==> config.mk <==
export PLATFORM = sky130hd
export DESIGN_NAME = ysyx_25010008_exec_ctrl
export DESIGN_NICKNAME = d
export VERILOG_FILES = /design/src/rtl/ysyx_25010008_exec_ctrl.sv
export SDC_FILE = /design/constraint.sdc
export NUM_CORES = 1
export LEC_CHECK = 0
export ABC_CLOCK_PERIOD_IN_PS = 2600
export BUFFER_PORTS_ARGS = -buffer_cell sky130_fd_sc_hd__buf_2
export CAP_MARGIN = 20
export CORE_ASPECT_RATIO = 1.75
export CORE_UTILIZATION = 45
export DETAILED_ROUTE_END_ITERATION = 8
export GPL_TIMING_DRIVEN = 0
export PLACE_DENSITY = 0.71
export SLEW_MARGIN = 15
export SYNTH_ARGS = -nofsm -noshare
export SYNTH_HDL_FRONTEND = slang
export SYNTH_SLANG_ARGS = --single-unit
==> constraint.sdc <==
create_clock -name clock -period 2.6 [get_ports clock]
set_clock_uncertainty 0.05 [all_clocks]
set_input_delay 0.52 -clock clock [delete_from_list [all_inputs] [get_ports clock]]
set_output_delay 0.52 -clock clock [all_outputs]
set_load 0.02 [all_outputs]
==> src/rtl/ysyx_25010008_exec_ctrl.sv <==
// Multi-cycle FETCH/EXEC/MEM/WB sequencer with bus watchdog, halt and write-enable gating.
// Performance counters are built only when YSYX_25010008_PERF_EN is defined.
module ysyx_25010008_exec_ctrl #(
  parameter int unsigned TIMEOUT = 1023
) (
  input  logic        clock,
  input  logic        reset_n,
  output logic        ifu_req,
  input  logic        ifu_ack,
  output logic        inst_wen,
  input  logic        dec_r_wen,
  input  logic        dec_csr_wen1,
  input  logic        dec_csr_wen2,
  input  logic        dec_mem_ren,
  input  logic        dec_mem_wen,
  input  logic        dec_halt,
  output logic        lsu_req,
  input  logic        lsu_ack,
  output logic        pc_wen,
  output logic        rf_wen,
  output logic        csr_wen1,
  output logic        csr_wen2,
  output logic        retire,
  output logic        halted,
  output logic        bus_err
`ifdef YSYX_25010008_PERF_EN
  ,
  output logic [63:0] perf_cycle,
  output logic [63:0] perf_retire,
  output logic [31:0] perf_mem_stall
`endif
);

  typedef enum logic [2:0] {
    ST_IDLE  = 3'd0,
    ST_FETCH = 3'd1,
    ST_EXEC  = 3'd2,
    ST_MEM   = 3'd3,
    ST_WB    = 3'd4,
    ST_HALT  = 3'd5
  } state_e;

  localparam logic [15:0] TIMEOUT_W = 16'(TIMEOUT);
  localparam bit          WDOG_EN   = (TIMEOUT != 0);

  state_e      state_q, state_d;
  logic [15:0] wdog_q, wdog_d;
  logic        bus_err_q, bus_err_d;
  logic        wdog_hit_s;

  logic ifu_req_s, inst_wen_s, lsu_req_s, pc_wen_s, rf_wen_s;
  logic csr_wen1_s, csr_wen2_s, retire_s, halted_s;

  assign wdog_hit_s = WDOG_EN && (wdog_q == TIMEOUT_W);

  // Next-state, watchdog and decoded (ungated) outputs.
  always_comb begin
    state_d    = state_q;
    wdog_d     = wdog_q;
    bus_err_d  = bus_err_q;
    ifu_req_s  = 1'b0;
    inst_wen_s = 1'b0;
    lsu_req_s  = 1'b0;
    pc_wen_s   = 1'b0;
    rf_wen_s   = 1'b0;
    csr_wen1_s = 1'b0;
    csr_wen2_s = 1'b0;
    retire_s   = 1'b0;
    halted_s   = 1'b0;
    case (state_q)
      ST_IDLE: begin
        state_d = ST_FETCH;
        wdog_d  = 16'd0;
      end
      ST_FETCH: begin
        ifu_req_s = 1'b1;
        if (ifu_ack) begin
          inst_wen_s = 1'b1;
          state_d    = ST_EXEC;
        end else if (wdog_hit_s) begin
          state_d   = ST_HALT;
          bus_err_d = 1'b1;
        end else begin
          wdog_d = wdog_q + 16'd1;
        end
      end
      ST_EXEC: begin
        if (dec_halt) begin
          state_d = ST_HALT;
        end else if (dec_mem_ren || dec_mem_wen) begin
          state_d = ST_MEM;
          wdog_d  = 16'd0;
        end else begin
          state_d = ST_WB;
        end
      end
      ST_MEM: begin
        lsu_req_s = 1'b1;
        if (lsu_ack) begin
          state_d = ST_WB;
        end else if (wdog_hit_s) begin
          state_d   = ST_HALT;
          bus_err_d = 1'b1;
        end else begin
          wdog_d = wdog_q + 16'd1;
        end
      end
      ST_WB: begin
        pc_wen_s   = 1'b1;
        retire_s   = 1'b1;
        rf_wen_s   = dec_r_wen;
        csr_wen1_s = dec_csr_wen1;
        csr_wen2_s = dec_csr_wen2;
        state_d    = ST_FETCH;
        wdog_d     = 16'd0;
      end
      ST_HALT: begin
        halted_s = 1'b1;
      end
      default: begin
        state_d = ST_IDLE;
      end
    endcase
  end

  // Sequencer state, watchdog counter and sticky bus error.
  always_ff @(posedge clock) begin
    if (!reset_n) begin
      state_q   <= ST_IDLE;
      wdog_q    <= 16'd0;
      bus_err_q <= 1'b0;
    end else begin
      state_q   <= state_d;
      wdog_q    <= wdog_d;
      bus_err_q <= bus_err_d;
    end
  end

  // Outputs are forced low while reset is held so an abandoned WB never writes.
  assign ifu_req  = reset_n & ifu_req_s;
  assign inst_wen = reset_n & inst_wen_s;
  assign lsu_req  = reset_n & lsu_req_s;
  assign pc_wen   = reset_n & pc_wen_s;
  assign rf_wen   = reset_n & rf_wen_s;
  assign csr_wen1 = reset_n & csr_wen1_s;
  assign csr_wen2 = reset_n & csr_wen2_s;
  assign retire   = reset_n & retire_s;
  assign halted   = reset_n & halted_s;
  assign bus_err  = reset_n & bus_err_q;

`ifdef YSYX_25010008_PERF_EN
  logic [63:0] perf_cycle_q, perf_cycle_d;
  logic [63:0] perf_retire_q, perf_retire_d;
  logic [31:0] perf_mem_stall_q, perf_mem_stall_d;

  // Counter increments; all three stop once the core sits in HALT.
  always_comb begin
    perf_cycle_d     = perf_cycle_q;
    perf_retire_d    = perf_retire_q;
    perf_mem_stall_d = perf_mem_stall_q;
    if (state_q != ST_IDLE && state_q != ST_HALT) begin
      perf_cycle_d = perf_cycle_q + 64'd1;
    end else begin
      perf_cycle_d = perf_cycle_q;
    end
    if (retire_s) begin
      perf_retire_d = perf_retire_q + 64'd1;
    end else begin
      perf_retire_d = perf_retire_q;
    end
    if (state_q == ST_MEM && !lsu_ack) begin
      perf_mem_stall_d = perf_mem_stall_q + 32'd1;
    end else begin
      perf_mem_stall_d = perf_mem_stall_q;
    end
  end

  // Performance counter registers.
  always_ff @(posedge clock) begin
    if (!reset_n) begin
      perf_cycle_q     <= 64'd0;
      perf_retire_q    <= 64'd0;
      perf_mem_stall_q <= 32'd0;
    end else begin
      perf_cycle_q     <= perf_cycle_d;
      perf_retire_q    <= perf_retire_d;
      perf_mem_stall_q <= perf_mem_stall_d;
    end
  end

  assign perf_cycle     = perf_cycle_q;
  assign perf_retire    = perf_retire_q;
  assign perf_mem_stall = perf_mem_stall_q;
`endif

endmodule

==> key figures, run 1 <==
Timing
  – Final hold slack: between 400 and 500 ps
  – Setup Viol. Count Final: 0
  – Final WS setup: 357 ps
  – Setup TNS: 0 ps
  – Slew @ Worst Pin: roughly 740 ps
  – Final hold vios: 0
  – RSZ-0062 raised after global routing: no
  – Fin. max-slew vios: 0
  – Fmax: about 450 MHz
  – Clock period minus worst slack: roughly 2200 ps
  – Slew headroom: 50.1%
  – Post-route clock period utilization: 86.3%

Power and ir drop
  – P_int: around 450 uW
  – Tot Pwr: between 600 and 700 uW
  – Logic pwr share: roughly 15%
  – Sw Pwr: approximately 170 uW
  – Seq pwr share: just over 50%
  – Peak supply drop: just under 0.0003 V
  – Clock share of power: between 30% and 40%
  – Pwr per Cell Area: about 440 mW/mm^2
  – Static leakage power: roughly 0.56 nW
  – Sw Ratio: roughly 28%

Clocking
  – CTS tree: done
  – Clock Pin Slew Worst Setup and Hold Paths: approximately 70 ps
  – Clock Sinks: 20
  – CTS root buffer: clkbuf_8
  – Total CTS buffers: 3
  – Cts hold-fix bufs: 0
  – Clk Latency, worst-skew pair: 270 ps
  – Postcts setup bufs: 0
  – Clock Path Buffers: 2
  – Post-CTS Resized: 0
  – H-tree Lvls: 1

Logic synthesis
  – Synth Warn #: 0
  – Async S/R FF share, synth: 0%
  – Cell variety after synth: 46
  – Mean Syn Cell Area: 8.48 um^2
  – Register area share after synthesis: about a third
  – Mapped Area: 0.00125 mm^2
  – Post-Syn Nets: approximately 160
  – Top_reg_cell synth: dfxtp_1
  – Post-Syn Instances: between 100 and 150
  – Number of synthesized flops with an enable pin: 0
  – Number of synthesized register bits: 20

Flow run
  – Max-cap violations: 0

Layout
  – Inserted Diodes: 0
  – Layout cells sized above 1: between 20% and 30%
  – Fill cells: about 230
  – Synth-to-layout area growth: 13.6%
  – Multi-input gate area: between 700 and 800 um^2
  – Net count, final: 182
  – Register area: 400 um^2

Die
  – Core ar.: ~0.0026 mm^2
  – I/O pin cnt: 20
  – Std cell rows: 24
  – Die W: about 42 um
  – Initial Util: 48.8%
  – Chip Height: 71.6 um
  – Die area: ~0.003 mm^2

Global route
  – M3 GR Usage: about 1.8%
  – Grt met1 use: 21.9%
  – Initial antenna violation count: 0
  – Pin count of the biggest net entering global routing: 11
  – Grt met2 use: 38.5%
  – Global route overflow: 0
  – Gr usage total: 20.4%
  – Vias in the first global route: between 1k and 1.5k
  – Most used routing layer: met2
  – First-pass GRT wire length: just under 5 mm

Drt
  – Vias per inst: ~6.2
  – Drt drc: 0
  – Total Wirelength: 2.81 mm
  – DR iter-0 viols: 29
  – TritonRoute pass-1 iters: 4
  – Antenna-violating nets left: 0
  – Wire per inst: 14.4 um
  – Vias: 1209

Worst setup path
  – Worst path arrival time: around 1700 ps
  – Worst Path Class, Setup: register to output port
  – Worst r2r src: wdog_q[0]
  – Reg2Reg Depth: 7
  – RR Endpoint: wdog_q[5]
  – Crit path launch type: register
  – CP Cell Sequence: clkbuf_1 -> nor2b_1 -> and3_1 -> buf_2
  – Worst-path fanout max: 10
  – CP endpoint kind: output port
  – R2R Setup Slk: ~420 ps
  – Critical path's largest stage delay: 420 ps
  – Highest-delay cell along the critical path: dfxtp_1
  – Worst Path Required: ~2000 ps

Min path
  – Hold Crit Endpoint: bus_err_q
  – Worst hold start: bus_err_q
  – Hold Path Cell Cnt: 2
  – Class of the worst hold path: register to register

Placed design
  – PortBufs: 19
  – RD Place Congestion: slightly below 0.8
  – Placement Setup Slack: 306 ps
  – Detailed placer's ending HPWL: between 2 and 2.5 mm

Outcome
  – Outcome: finished clean
## layer usage
layer / routed length, um / share of wire (%)
met3: 93 / 3.3
met4: 28 / 1.0
met1: 1120 / 40
met5: 0 / 0
met2: 1570 / 56
## synth_stat cells (all sizes together) (2+ instances only)
cell type / instances / share of area (%)
mux2i: 2 / 1.6
a21oi: 11 / 4.4
buf: 5 / 3.1
nor2: 7 / 2.1
nand4: 10 / 7.2
nor2b: 4 / 2.0
or4: 4 / 2.4
inv: 4 / 1.2
nor3b: 2 / 1.2
nand2b: 4 / 2.0
dfxtp: 20 / 32
nor4: 6 / 5.9
or3: 3 / 1.5
and2: 6 / 3.0
nand3: 10 / 4.4
o31ai: 5 / 3.0
a31o: 3 / 2.1
nor3: 2 / 0.80
nand2: 10 / 3.2
o21ai: 6 / 2.4
and3: 5 / 2.5
clkbuf: 3 / 0.90
## worst max path at each step
stage | startpoint | to | slack (ps) | cells after the start
after floorplan | reset_n | csr_wen1 | 580 | 4
after global placement | dec_halt | wdog_q[10] | 330 | 5
after detailed placement | dec_halt | wdog_q[10] | 310 | 5
after CTS | state_q[0] | inst_wen | 370 | 4
after global routing | state_q[0] | inst_wen | 240 | 4
final | state_q[0] | inst_wen | 360 | 4
## area by class of cell
| type | instances | share of cell area (%) |
|---|---|---|
| timing repair buffer | 19 | 6.72 |
| inverter | 4 | 1.06 |
| multi-input combinational | 115 | 55.2 |
| sequential | 20 | 28.3 |
| clock buffer | 3 | 2.92 |
| buffer | 8 | 3.54 |
| tap | 26 | 2.30 |
## stage by stage
step	cell area (um^2)	instances	utilization [%]
2_1_floorplan	1250	147	-
3_3_place_gp	1370	192	53.8
3_5_place_dp	1370	192	53.8
4_1_cts	1420	195	55.4
5_1_grt	1420	195	55.4
6_report	1420	195	55.4
## placed cells by master, fill, tap and decap left out, types with 5 or more instances in the layout
cell     synthesis  layout
and2_1           6       6
buf_2            1      20
and3_1           5       5
dfxtp_1         20      20
nand4_1          7       7
nand2_1          9       9
nand3_1          9       9
a21oi_1         11      11
o21ai_0          5       5
o31ai_1          5       5
nor2_1           7       7
## registers in the layout, summed over array words and instances, names as in the netlist
name / count
wdog_q: 16
bus_err_q: 1
state_q: 3
## power groups by stage
stage	Sequential [mW]	Combinational, mW	Clock [mW]
after floorplan	0.322	0.0672	0
after global placement	0.323	0.0926	0
after detailed placement	0.324	0.0943	0
after CTS	0.316	0.0944	0.208
after global routing	0.317	0.104	0.220
final	0.317	0.0942	0.211
## critical path, delay by kind of cell, from the launching register on
kind | cells | cell delay, ps
buf+inv | 2 | 530
flops | 1 | 420
simple gates | 2 | 460
## logic make-up (layout without fill, tap and decap cells)
family	after synthesis	in the layout	synth area share (%)
AO/OA/AOI/OAI	36	36	19.8
buffers and inverters	12	34	5.22
AND/OR/NAND/NOR	75	75	39.6
XOR/XNOR	1	1	0.703
adder cells (fa/ha/maj)	1	1	1.00
multiplexers	2	2	1.61
flip-flops	20	20	32.1
(Power assumes the default switching activity.)
==> inputs of run 2 (changes only) <==
- PLACE_DENSITY: 0.71 -> 0.7
==> key figures, run 2 (same netlist as run 1, synthesis figures left out) <==
Outcome
  – Outcome: finished clean

Clocking
  – Postcts setup bufs: 0
  – CTS tree: done
  – Clock Sinks: 20
  – Post-CTS Resized: 0
  – H-tree Lvls: 1
  – CTS root buffer: clkbuf_8
  – Clock Path Buffers: 2
  – Clk Latency, worst-skew pair: about 270 ps
  – Total CTS buffers: 3
  – Clock Pin Slew Worst Setup and Hold Paths: 80 ps
  – Cts hold-fix bufs: 0

Layout
  – Most frequent cells in the layout: buf_2 (20), dfxtp_1 (20), a21oi_1 (11)
  – Max reg flops: 16
  – Top reg by flops: wdog_q
  – Inserted Diodes: 0
  – Net count, final: between 150 and 200
  – Cell area after layout: approximately 0.0014 mm^2
  – Synth-to-layout area growth: 14.7%
  – Layout cells sized above 1: between 20% and 30%
  – Core Util, Final: about 56%
  – Largest registers: wdog_q: 16 flops, state_q: 3 flops, bus_err_q: 1 flops

Power and ir drop
  – P_int: ~480 uW
  – Sw Ratio: about a quarter
  – Static leakage power: 0.570 nW
  – Clock share of power: 37.3%
  – Pwr per Cell Area: ~460 mW/mm^2
  – Tot Pwr: 654 uW
  – Logic pwr share: 14.4%
  – Sw Pwr: around 170 uW
  – Peak supply drop: about 0.00025 V
  – Seq pwr share: between 40% and 50%

Worst setup path
  – Highest-delay cell along the critical path: dfxtp_1
  – Worst-path fanout max: 10
  – CP startpoint: state_q[0]
  – Worst path arrival time: around 1700 ps
  – Critical path's largest stage delay: between 400 and 500 ps
  – Crit path launch type: register
  – CP endpoint kind: output port
  – CP Cell Sequence: clkbuf_1 -> nor2b_1 -> and3_1 -> buf_2
  – Worst Path Class, Setup: register to output port
  – Worst Path Required: roughly 2000 ps
  – Worst r2r src: wdog_q[0]

Timing
  – Post-route clock period utilization: between 80% and 90%
  – Final WS setup: about 350 ps
  – Clock period minus worst slack: 2250 ps
  – Fmax: approximately 440 MHz
  – Slew @ Worst Pin: ~770 ps
  – Slew headroom: between 40 and 50%
  – Setup Viol. Count Final: 0
  – Setup TNS: 0 ps
  – Fin. max-slew vios: 0
  – Final hold vios: 0
  – RSZ-0062 raised after global routing: no

Drt
  – Antenna-violating nets left: 0
  – Total Wirelength: roughly 2.7 mm
  – DR iter-0 viols: 21
  – Vias: approximately 1.2k
  – TritonRoute pass-1 iters: 4
  – Drt drc: 0
  – Vias per inst: around 6.0
  – Wire per inst: ~14 um

Die
  – Core ar.: around 0.0026 mm^2
  – Chip Height: approximately 70 um
  – Die area: around 0.0030 mm^2
  – Std cell rows: 24
  – I/O pin cnt: 20
  – Die W: 41.8 um
  – Initial Util: about half

Global route
  – Initial antenna violation count: 0
  – Pin count of the biggest net entering global routing: 12
  – Gr usage total: approximately 20%
  – Vias in the first global route: about 1.1k
  – Global route overflow: 0
  – First-pass GRT wire length: 4.74 mm

Flow run
  – Max-cap violations: 0

Min path
  – Class of the worst hold path: register to register
  – Worst hold start: bus_err_q

Placed design
  – PortBufs: 19
  – Detailed placer's ending HPWL: approximately 2.1 mm
  – Dpl cell area: roughly 0.0014 mm^2
  – Placement Setup Slack: 296 ps
  – RD Place Congestion: between 0.8 and 0.9
-- run 2: per-layer routing --
metal  vias to the layer above  share of wire, %  track usage (%)  routed length, um
li1                        603                 -                -                  -
met1                       550                41             20.9               1110
met2                        27                54             38.5               1470
met3                         5               2.7             2.27                 72
met4                         0               1.9             8.96                 51
met5                         -                 0                0                  0
-- run 2: cell type report --
| type | instances | area [um^2] |
|---|---|---|
| plain buffers | 8 | 50.0 |
| fillers | 227 | 1120 |
| clock buffers | 4 | 55.1 |
| inverters | 4 | 15.0 |
| multi-input cells | 115 | 781 |
| flip-flops and latches | 20 | 400 |
| repair buffers | 19 | 95.1 |
| well taps | 26 | 32.5 |
-- run 2: through the flow --
stage               hold WS, ps  instances
global placement            426        192
detailed placement          430        192
CTS                         452        196
floorplan                   403        147
finish                      447        196
global route                494        196
-- run 2: path summary, 6_finish.rpt --
path	slack, ps	depth (start not counted)	to
min	450	2	bus_err_q
min reg2reg	450	2	bus_err_q
max reg2reg	460	7	wdog_q[7]
max	350	4	lsu_req
-- run 2: power by group through the flow --
| stage | combinational [mW] | sequential (mW) | clock, mW |
|---|---|---|---|
| 2_1_floorplan | 0.0672 | 0.322 | 0 |
| 3_3_place_gp | 0.0931 | 0.323 | 0 |
| 4_1_cts | 0.0946 | 0.316 | 0.247 |
| 3_5_place_dp | 0.0941 | 0.324 | 0 |
| 6_report | 0.0941 | 0.316 | 0.244 |
| 5_1_grt | 0.106 | 0.317 | 0.256 |
-- run 2: critical path, delay by kind of cell, from the launching register on --
family / cells / cell delay, ps
buf+inv: 2 / 530
flops: 1 / 430
simple gates: 2 / 450
==> inputs of run 3 (changes only) <==
- PLACE_DENSITY: 0.7 -> 0.66
==> key figures, run 3 (same netlist as run 1, synthesis figures left out) <==
Outcome
  – Outcome: finished clean

Global route
  – Gr usage total: between 20% and 30%
  – Initial antenna violation count: 0
  – First-pass GRT wire length: approximately 4.9 mm
  – Pin count of the biggest net entering global routing: 13
  – Vias in the first global route: 1158
  – Global route overflow: 0

Clocking
  – Clock Pin Slew Worst Setup and Hold Paths: 80 ps
  – Post-CTS Resized: 0
  – H-tree Lvls: 1
  – Cts hold-fix bufs: 0
  – CTS tree: done
  – Postcts setup bufs: 0
  – CTS root buffer: clkbuf_8
  – Clk Latency, worst-skew pair: approximately 260 ps
  – Total CTS buffers: 3
  – Clock Sinks: 20
  – Clock Path Buffers: 2

Die
  – Die area: between 0.002 and 0.003 mm^2
  – Die W: 41.8 um
  – Initial Util: about half
  – Core ar.: roughly 0.0026 mm^2
  – Chip Height: slightly above 70 um
  – Std cell rows: 24
  – I/O pin cnt: 20

Timing
  – Clock period minus worst slack: 2240 ps
  – Setup TNS: 0 ps
  – Final hold vios: 0
  – Final WS setup: between 300 and 400 ps
  – Fin. max-slew vios: 0
  – Setup Viol. Count Final: 0
  – Slew @ Worst Pin: about 760 ps
  – Fmax: ~450 MHz
  – RSZ-0062 raised after global routing: no
  – Final hold slack: 454 ps
  – Slew headroom: around half
  – Post-route clock period utilization: roughly 86%

Drt
  – Vias per inst: 6.16
  – Drt drc: 0
  – DR iter-0 viols: 18
  – Vias: around 1.2k
  – TritonRoute pass-1 iters: 4
  – Antenna-violating nets left: 0
  – Routed length on met2: approximately 1.5 mm
  – WL met3: approximately 50 um
  – Wire per inst: 13.6 um
  – Met1 WL: roughly 1.1 mm
  – Total Wirelength: about 2.7 mm
  – Top sig layer: met4

Worst setup path
  – Worst Path Class, Setup: register to output port
  – CP endpoint kind: output port
  – Worst path arrival time: about 1700 ps
  – Crit path launch type: register
  – Worst-path fanout max: 10
  – CP Cell Sequence: clkbuf_1 -> nor2b_1 -> and3_1 -> buf_2
  – Highest-delay cell along the critical path: dfxtp_1
  – Critical path's largest stage delay: approximately 420 ps
  – Worst Path Required: a little over 2000 ps

Layout
  – Max reg flops: 16
  – Layout cells sized above 1: 23.5%
  – Net count, final: between 150 and 200
  – Synth-to-layout area growth: 16.0%
  – Top reg by flops: wdog_q
  – Most frequent cells in the layout: buf_2 (20), dfxtp_1 (20), a21oi_1 (11)
  – Inserted Diodes: 0
  – Largest registers: wdog_q: 16 flops, state_q: 3 flops, bus_err_q: 1 flops

Power and ir drop
  – Peak supply drop: around 0.00041 V
  – Logic pwr share: 12.9%
  – Sw Pwr: ~180 uW
  – Pwr per Cell Area: between 500 and 600 mW/mm^2
  – P_int: 552 uW
  – Sw Ratio: 24.3%
  – Seq pwr share: 43.4%
  – Clock share of power: between 40% and 50%
  – Static leakage power: a little under 0.6 nW

Placed design
  – Detailed placer's ending HPWL: a little over 2 mm
  – RD Place Congestion: around 0.76
  – Placement Setup Slack: about 320 ps
  – PortBufs: 19

Flow run
  – Max-cap violations: 0

Min path
  – Class of the worst hold path: register to register
-- run 3: per-layer routing --
metal	up-vias	global-route usage, %
li1	606	-
met1	578	22.0
met2	19	37.8
met3	5	2.27
met4	0	10.4
met5	-	0
-- run 3: final cells by class --
type | count | area [um^2]
clock inverters | 1 | 30.0
repair buffers | 19 | 95.1
inverters | 4 | 15.0
plain buffers | 8 | 50.0
well taps | 26 | 32.5
fillers | 248 | 1110
multi-input cells | 115 | 781
flip-flops and latches | 20 | 400
clock buffers | 3 | 41.3
-- run 3: metrics by stage --
stage | total power [mW] | util, % | cell area, um^2 | std cells
6_report | 0.729 | 56.6 | 1450 | 196
5_1_grt | 0.755 | 56.6 | 1450 | 196
4_1_cts | 0.731 | 56.6 | 1450 | 196
3_5_place_dp | 0.418 | 53.8 | 1370 | 192
3_3_place_gp | 0.417 | 53.8 | 1370 | 192
2_1_floorplan | 0.389 | - | 1250 | 147
-- run 3: path summary, 6_finish.rpt --
path | from | to | slack (ps) | cells after the start
setup / recovery | state_q[0] | lsu_req | 360 | 4
hold / removal | bus_err_q | bus_err_q | 450 | 2
setup reg to reg | wdog_q[0] | wdog_q[7] | 470 | 7
hold reg to reg | bus_err_q | bus_err_q | 450 | 2
-- run 3: worst max-delay path, delay by kind of cell, from the launching register on --
kind | cells | cell delay, ps
flops | 1 | 420
simple gates | 2 | 460
buf+inv | 2 | 530
-- run 3: power by group through the flow --
stage / Clock, mW / Combinational (mW) / Sequential, mW
3_5_place_dp: 0 / 0.0941 / 0.324
4_1_cts: 0.321 / 0.0944 / 0.316
2_1_floorplan: 0 / 0.0672 / 0.322
3_3_place_gp: 0 / 0.0931 / 0.323
5_1_grt: 0.332 / 0.106 / 0.317
6_report: 0.318 / 0.0941 / 0.316
